--- src/rtl/priority_dec_pkg.sv ---
// priority_dec_pkg: shared types and helpers for the 3-to-8 decode path.
//   CODE_W    - width of an encoded request index
//   VEC_W     - width of the regenerated one-hot request vector
//   state_e   - decoder control states (IDLE, HOLD)
//   onehot_of - maps a code to its one-hot vector
package priority_dec_pkg;

  localparam int CODE_W = 3;
  localparam int VEC_W  = 8;

  typedef enum logic {
    IDLE = 1'b0,
    HOLD = 1'b1
  } state_e;

  function automatic logic [VEC_W-1:0] onehot_of(input logic [CODE_W-1:0] code);
    return VEC_W'(1) << code;
  endfunction

endpackage

--- src/rtl/priority_dec_dec3to8.sv ---
// dec3to8: combinational 3-to-8 one-hot decoder, shared by decode users.
//   code - encoded index (CODE_W bits)
//   vec  - one-hot vector with bit `code` set (VEC_W bits)
module dec3to8
  import priority_dec_pkg::*;
(
  input  logic [CODE_W-1:0] code,
  output logic [VEC_W-1:0]  vec
);

  assign vec = onehot_of(code);

endmodule

--- src/rtl/priority_dec.sv ---
// priority_dec: sequential 3-to-8 decoder with enable. Accepts a code over a
// valid/ready handshake and holds the one-hot vector on `a` for HOLD_CYCLES
// cycles, pulsing `done` in the final hold cycle. Back-to-back codes reload
// with no zero gap on `a`.
//   clk     - rising-edge clock
//   rst     - synchronous active-high reset
//   en      - enable; low clears the output and blocks acceptance
//   y       - encoded index
//   y_valid - `y` carries a code
//   y_ready - code can be accepted this cycle (combinational)
//   a       - registered one-hot vector, zero when idle/disabled
//   a_valid - registered, high while `a` carries a held vector
//   done    - registered pulse in the final hold cycle of each vector
module priority_dec
  import priority_dec_pkg::*;
#(
  parameter int HOLD_CYCLES = 4,
  parameter int CNT_W       = 8
) (
  input  logic              clk,
  input  logic              rst,
  input  logic              en,
  input  logic [CODE_W-1:0] y,
  input  logic              y_valid,
  output logic              y_ready,
  output logic [VEC_W-1:0]  a,
  output logic              a_valid,
  output logic              done
);

  // Counter holds the number of hold cycles remaining after the current one.
  localparam logic [CNT_W-1:0] CNT_LOAD = CNT_W'(HOLD_CYCLES - 1);

  state_e             state_q, state_d;
  logic [CNT_W-1:0]   cnt_q, cnt_d;
  logic [VEC_W-1:0]   a_q, a_d;
  logic               a_valid_q, a_valid_d;
  logic               done_q, done_d;
  logic [VEC_W-1:0]   dec_vec;
  logic               accept;

  dec3to8 u_dec (
    .code (y),
    .vec  (dec_vec)
  );

  // Ready depends only on en, rst, state and counter, so an upstream that
  // derives y_valid from y_ready cannot form a combinational loop.
  assign y_ready = en && !rst &&
                   ((state_q == IDLE) || ((state_q == HOLD) && (cnt_q == '0)));
  assign accept  = y_valid && y_ready;

  always_comb begin
    // NOTE: every signal gets a default before any branch so no path leaves
    // it unassigned; otherwise synthesis infers a latch.
    state_d   = state_q;
    cnt_d     = cnt_q;
    a_d       = a_q;
    a_valid_d = a_valid_q;

    if (!en) begin
      // Disable aborts any in-flight vector without a done pulse.
      state_d   = IDLE;
      cnt_d     = '0;
      a_d       = '0;
      a_valid_d = 1'b0;
    end else begin
      unique case (state_q)
        IDLE: begin
          if (accept) begin
            state_d   = HOLD;
            cnt_d     = CNT_LOAD;
            a_d       = dec_vec;
            a_valid_d = 1'b1;
          end else begin
            a_d       = '0;
            a_valid_d = 1'b0;
          end
        end
        HOLD: begin
          if (cnt_q != '0) begin
            cnt_d = cnt_q - CNT_W'(1);
          end else if (accept) begin
            // Reload in the final hold cycle: no idle gap between vectors.
            cnt_d     = CNT_LOAD;
            a_d       = dec_vec;
            a_valid_d = 1'b1;
          end else begin
            state_d   = IDLE;
            a_d       = '0;
            a_valid_d = 1'b0;
          end
        end
        default: begin
          state_d   = IDLE;
          cnt_d     = '0;
          a_d       = '0;
          a_valid_d = 1'b0;
        end
      endcase
    end

    // done is registered, so it is set one edge early: high whenever the
    // next cycle is the final hold cycle.
    done_d = (state_d == HOLD) && (cnt_d == '0);
  end

  // NOTE: state registers use non-blocking assignments so every flop samples
  // the pre-edge values regardless of statement order.
  always_ff @(posedge clk) begin
    if (rst) begin
      state_q   <= IDLE;
      cnt_q     <= '0;
      a_q       <= '0;
      a_valid_q <= 1'b0;
      done_q    <= 1'b0;
    end else begin
      state_q   <= state_d;
      cnt_q     <= cnt_d;
      a_q       <= a_d;
      a_valid_q <= a_valid_d;
      done_q    <= done_d;
    end
  end

  assign a       = a_q;
  assign a_valid = a_valid_q;
  assign done    = done_q;

endmodule
--- config.mk ---
export PLATFORM = sky130hd
export DESIGN_NAME = priority_dec
export DESIGN_NICKNAME = d
export VERILOG_FILES = /design/src/rtl/priority_dec_pkg.sv /design/src/rtl/priority_dec_dec3to8.sv /design/src/rtl/priority_dec.sv
export SDC_FILE = /design/constraint.sdc
export NUM_CORES = 1
export LEC_CHECK = 0
export CORE_MARGIN = 10
export CORE_UTILIZATION = 40
export DETAILED_ROUTE_END_ITERATION = 12
export MAX_ROUTING_LAYER = met4
export PLACE_DENSITY = 0.61
export SYNTH_ARGS = -nofsm -noshare
export SYNTH_HDL_FRONTEND = slang
export SYNTH_SLANG_ARGS = --single-unit
--- constraint.sdc ---
create_clock -name clk -period 2.5 [get_ports clk]
set_input_delay 0.5 -clock clk [delete_from_list [all_inputs] [get_ports clk]]
set_output_delay 0.5 -clock clk [all_outputs]
set_load 0.005 [all_outputs]
**Yosys cells after proc, flatten, opt, wreduce, memory -nomap -nowiden**

Index checks and enable logic that the tools add are counted.

- $add $sub $neg: 1
- Equality and inequality tests: 1
- Shifts and indexed selects: 1
- Muxes and demuxes: 13
- Bitwise logic cells: 2
- Reductions and logical operators: 11

Operators by type and width:

| kind | count |
|---|---|
| $mux W8 | 5 |
| $pmux W8 S2 | 2 |
| $logic_not A8 Y1 | 2 |
| $reduce_bool A8 Y1 | 1 |
| $shl A1 B3 Y8 const A | 1 |
| $sub A8 B1 Y8 const B | 1 |
| $logic_and A1 B1 Y1 | 5 |
| $mux W1 | 4 |
| $pmux W1 S2 | 2 |
| $ne A2 B2 Y1 const B | 1 |
| $not A1 Y1 | 2 |
| $reduce_or A2 Y1 | 1 |
| $logic_not A1 Y1 | 1 |
| $logic_or A1 B1 Y1 | 1 |

- Flip-flop bits (word level): 19
- Input port bits: 7
- Output and inout bits: 11
- Word-level logic and storage cells: 34

**Depth between registers and ports, before layout**

- Word-level depth: 11
- Gate-level depth with buffers: 8

**Hierarchy**

From an unflattened synthesis, not the netlist that was laid out.

- Cell total of the unflattened synthesis: 126
- Area, all modules: 1089.8 µm²

By module, submodules not included:

| module | instances | cells an instance | area an instance (µm²) |
|---|---|---|---|
| priority_dec | 1 | 118 | 1024.7 |
| dec3to8 | 1 | 8 | 65.1 |

**Worst setup path before layout**

OpenSTA, ideal clock, no wires.

- Path type: flip-flop to output port
- Start point: register cnt_q[0]
- End point: output y_ready
- Arrival: 1.497 ns
- Data required time: 2.000 ns
- Setup slack: 0.503 ns
- Stages on the path, launching flop included: 7
- Cell sequence: dfxtp_1 -> inv_1 -> ha_1 -> nor3b_2 -> a21boi_2 -> clkbuf_1 -> nor2_1

- Word-level cells in the longest chain between the ends: 4

RTL lines:

| item | RTL line | source |
|---|---|---|
| start, declared | priority_dec.sv:35 | `logic [CNT_W-1:0] cnt_q, cnt_d;` |
| start signal, assigned | priority_dec.sv:119 | `cnt_q <= cnt_d;` |
| $logic_not A8 Y1 | priority_dec.sv:50 | `((state_q == IDLE) \|\| ((state_q == HOLD) && (cnt_q == '0)));` |
| $logic_and A1 B1 Y1 | priority_dec.sv:50 |  |
| $logic_or A1 B1 Y1 | priority_dec.sv:50 |  |
| $logic_and A1 B1 Y1 | priority_dec.sv:49 | `assign y_ready = en && !rst &&` |
| end, declared | priority_dec.sv:25 | `output logic y_ready,` |

No other way between the ends.

**Worst setup path after layout**

Same ends and word-level chain as after synthesis.

==> metrics.log <==
INFO  metric worst-r2r-cell-count = 7
INFO  metric worst_slew_pin_slew = 0.350 ns
INFO  metric reg2reg_slack = 0.62 ns
INFO  metric dieWidth = about 69 um
INFO  metric outcome = complete, no violations
INFO  metric synth-seq-cells = 19
INFO  metric most_common_cell_after_layout_fill_and_taps_aside = sky130_fd_sc_hd__nor2_1
INFO  metric hold_end = a_valid$_SDFFE_PP0P_
INFO  metric post-route-min-period = 2.02 ns
INFO  metric synth-seq-area-share = 0.397
INFO  metric grt_start_max_net_pins = 25
INFO  metric final-setup-viol-count = 0
INFO  metric final_cell_count_no_fill = 169
INFO  metric maxSlewHeadroom = 0.765
INFO  metric count_of_final_hold_check_violations = 0
INFO  metric initial_cell_density_of_the_core = 0.425
INFO  metric synthDominantCellAreaShare = 0.397
INFO  metric grt_setup_unrepaired = false
INFO  metric coreArea = 2250 um^2
INFO  metric max_cap_viol_count = 0
INFO  metric fin_worst_skew = 0.00417 ns
INFO  metric synth.top_cells.by_area = sky130_fd_sc_hd__dfxtp_1 40%, sky130_fd_sc_hd__a21oi_1 7.8%, sky130_fd_sc_hd__nor2_1 7.5%
INFO  metric worst_hold_slack = 0.462 ns
INFO  metric drc = 0
INFO  metric synth_area_per_cell = 7.98 um^2
INFO  metric post-dp-hpwl = 1820 um
INFO  metric min_period_over_period = 0.809
INFO  metric power.static_leakage = roughly 0.44 nW
INFO  metric cts_buffers = 3
INFO  metric clock_tree.htree_level_count = 1
INFO  metric ys.warnings.count = 0
INFO  metric grt_antenna_before_repair = 0
INFO  metric grt_first_pass_wirelength = about 4000 um
INFO  metric postCtsHoldBufs = 0
INFO  metric tns = 0 ns
INFO  metric worst_r2r_endpoint = done$_SDFF_PP0_
INFO  metric timing.hold.worst.class = flop to flop
INFO  metric area_growth_syn_to_layout = 26.9%
INFO  metric place.gp.congestion = 0.936
INFO  metric peakVddDrop = approximately 300 uV
INFO  metric floorplan.die.height = 68.9 um
INFO  metric grt_pass1_vias = 863
INFO  metric post-synth-top-area-cell = sky130_fd_sc_hd__dfxtp_1
INFO  metric drt_iter0_markers = 97
INFO  metric dr.pass1.iters = 4
INFO  metric end_kind = primary output
INFO  metric vias = 934
INFO  metric synthesis.nets = 129
INFO  metric worst_r2r_startpoint = cnt_q[0]$_SDFF_PP0_
INFO  metric die_area = 4750 um^2
INFO  metric cts.repair.resized = 0
INFO  metric row_count = 17
INFO  metric instance_count_of_the_mapped_netlist = between 100 and 150
INFO  metric antenna_cells_inserted = 0
INFO  metric final_util = 0.539
INFO  metric insertion_delay = 0.31 ns
INFO  metric maxSlewViolCount = 0
INFO  metric clock_path_buffers = 2
INFO  metric cts_tree = yes
INFO  metric io-pin-count = 18
INFO  metric clk_transition_reported_paths = 0.11 ns
INFO  metric power.density = 463 nW/um^2
INFO  metric achievable-frequency = 494 MHz
INFO  metric mostFrequentLayoutCells = 19 x sky130_fd_sc_hd__nor2_1, 18 x sky130_fd_sc_hd__dfxtp_1, 16 x sky130_fd_sc_hd__clkdlybuf4s50_1
INFO  metric grt.overflow.total = 0
INFO  metric drt-vias-per-instance = around 5.5
INFO  metric drt-total-wl = 2370 um
INFO  metric port_buffers = 17
INFO  metric grt_total_usage = 0.112
INFO  metric critPathKind = flop to primary output
INFO  metric drive_gt1_frac = 0.113
INFO  metric final_antenna_net_count = 0
INFO  metric timing.critical_path.from_type = flop
INFO  metric post_cts_buffers = 0
INFO  metric synth_cell_types = 32
INFO  metric hold-path-cell-count = 2
INFO  metric placedCellCount = 165
INFO  metric clock-root-buffer = sky130_fd_sc_hd__clkbuf_4
INFO  metric hp-start = a_valid$_SDFFE_PP0P_
INFO  metric nets = 151
INFO  metric critical_path.max_fanout = 6
INFO  metric post_drt_wl_per_cell = 14.0 um
INFO  metric worst-endpoint-arrival = around 1.5 ns
INFO  metric clock_sinks = 19
INFO  metric total_power = 0.563 mW
INFO  metric mapped_cell_area = 957 um^2
INFO  metric crit_required = 2.00 ns
cells in the mapped netlist:
library cell,n
sky130_fd_sc_hd__or4_1,2
sky130_fd_sc_hd__dfxtp_1,19
sky130_fd_sc_hd__o22ai_1,1
sky130_fd_sc_hd__nor3_1,10
sky130_fd_sc_hd__or3b_2,1
sky130_fd_sc_hd__nor4_2,1
sky130_fd_sc_hd__or3b_4,1
sky130_fd_sc_hd__ha_1,2
sky130_fd_sc_hd__nand3_1,1
sky130_fd_sc_hd__nor4_1,3
sky130_fd_sc_hd__mux2i_1,3
sky130_fd_sc_hd__and3_1,2
sky130_fd_sc_hd__nand4_1,1
sky130_fd_sc_hd__xnor2_1,1
sky130_fd_sc_hd__a211oi_1,2
sky130_fd_sc_hd__nor2_1,19
sky130_fd_sc_hd__inv_1,2
sky130_fd_sc_hd__a21boi_2,1
sky130_fd_sc_hd__nor3b_2,1
sky130_fd_sc_hd__buf_2,2
sky130_fd_sc_hd__nand3b_1,1
sky130_fd_sc_hd__nor3_2,1
sky130_fd_sc_hd__o21ai_0,3
sky130_fd_sc_hd__nor2b_1,1
sky130_fd_sc_hd__a21oi_1,15
sky130_fd_sc_hd__o21a_1,1
sky130_fd_sc_hd__nand2_1,11
sky130_fd_sc_hd__a31oi_1,2
sky130_fd_sc_hd__or4_4,1
sky130_fd_sc_hd__nand2b_1,6
sky130_fd_sc_hd__o31ai_1,1
sky130_fd_sc_hd__clkbuf_1,2
flip-flops by register name (all words and copies together), names as in the netlist:
| register | count |
|---|---|
| a_valid | 1 |
| done | 1 |
| a | 8 |
| state_q | 1 |
| cnt_q | 8 |
metrics by stage:
stage / area (um^2) / worst slack (ns)
finish: 1210 / 0.476
global route: 1210 / 0.359
CTS: 1200 / 0.0471
detailed placement: 1170 / 0.268
global placement: 1170 / 0.274
floorplan: 957 / 0.503
power breakdown:
part | switching, mW | internal, mW | leakage [nW]
registers | 0.00515 | 0.308 | 0.154
clock network | 0.102 | 0.0612 | 0.0139
logic | 0.0450 | 0.0413 | 0.276
layer usage:
metal	routed length [um]	vias to the layer above	global-route usage
met3	188	4	0.0467
met4	23	0	0.0271
met5	0	-	-
met1	1070	428	0.131
li1	-	469	-
met2	1090	33	0.174
cell type report:
cell class	instances	area, um^2
Timing Repair Buffer	21	203
Clock buffer	3	22.5
Clock inverter	1	7.51
Sequential cell	19	382
Multi-Input combinational cell	95	558
Tap cell	28	35.0
Inverter	2	7.51
Fill cell	234	1040
worst max-delay path, stage by stage (launching register included):
cell                             delay (ns)
sky130_fd_sc_hd__dfxtp_2               0.39
sky130_fd_sc_hd__inv_1                 0.09
sky130_fd_sc_hd__ha_1                  0.22
sky130_fd_sc_hd__nor3b_4               0.16
sky130_fd_sc_hd__a21boi_2              0.15
sky130_fd_sc_hd__nor2_1                0.05
sky130_fd_sc_hd__dlymetal6s2s_1        0.15
worst max path at each step:
| stage | slack (ns) | start | end | cells past startpoint |
|---|---|---|---|---|
| floorplan | 0.50 | cnt_q[0]$_SDFF_PP0_ | y_ready | 6 |
| global placement | 0.27 | rst | y_ready | 4 |
| detailed placement | 0.27 | rst | y_ready | 4 |
| CTS | 0.05 | cnt_q[0]$_SDFF_PP0_ | y_ready | 6 |
| global route | 0.36 | cnt_q[0]$_SDFF_PP0_ | y_ready | 6 |
| finish | 0.48 | cnt_q[0]$_SDFF_PP0_ | y_ready | 6 |
cell families (layout without fill, tap and decap cells):
group | Yosys count | in the layout | synth area share
AO/OA/AOI/OAI | 26 | 26 | 0.157
XOR/XNOR | 1 | 1 | 0.00915
adder cells (fa/ha/maj) | 2 | 2 | 0.0261
buffers and inverters | 6 | 27 | 0.0262
flip-flops | 19 | 19 | 0.397
multiplexers | 3 | 3 | 0.0314
AND/OR/NAND/NOR | 63 | 63 | 0.353
Note: power is estimated with default switching activity, not from simulation.
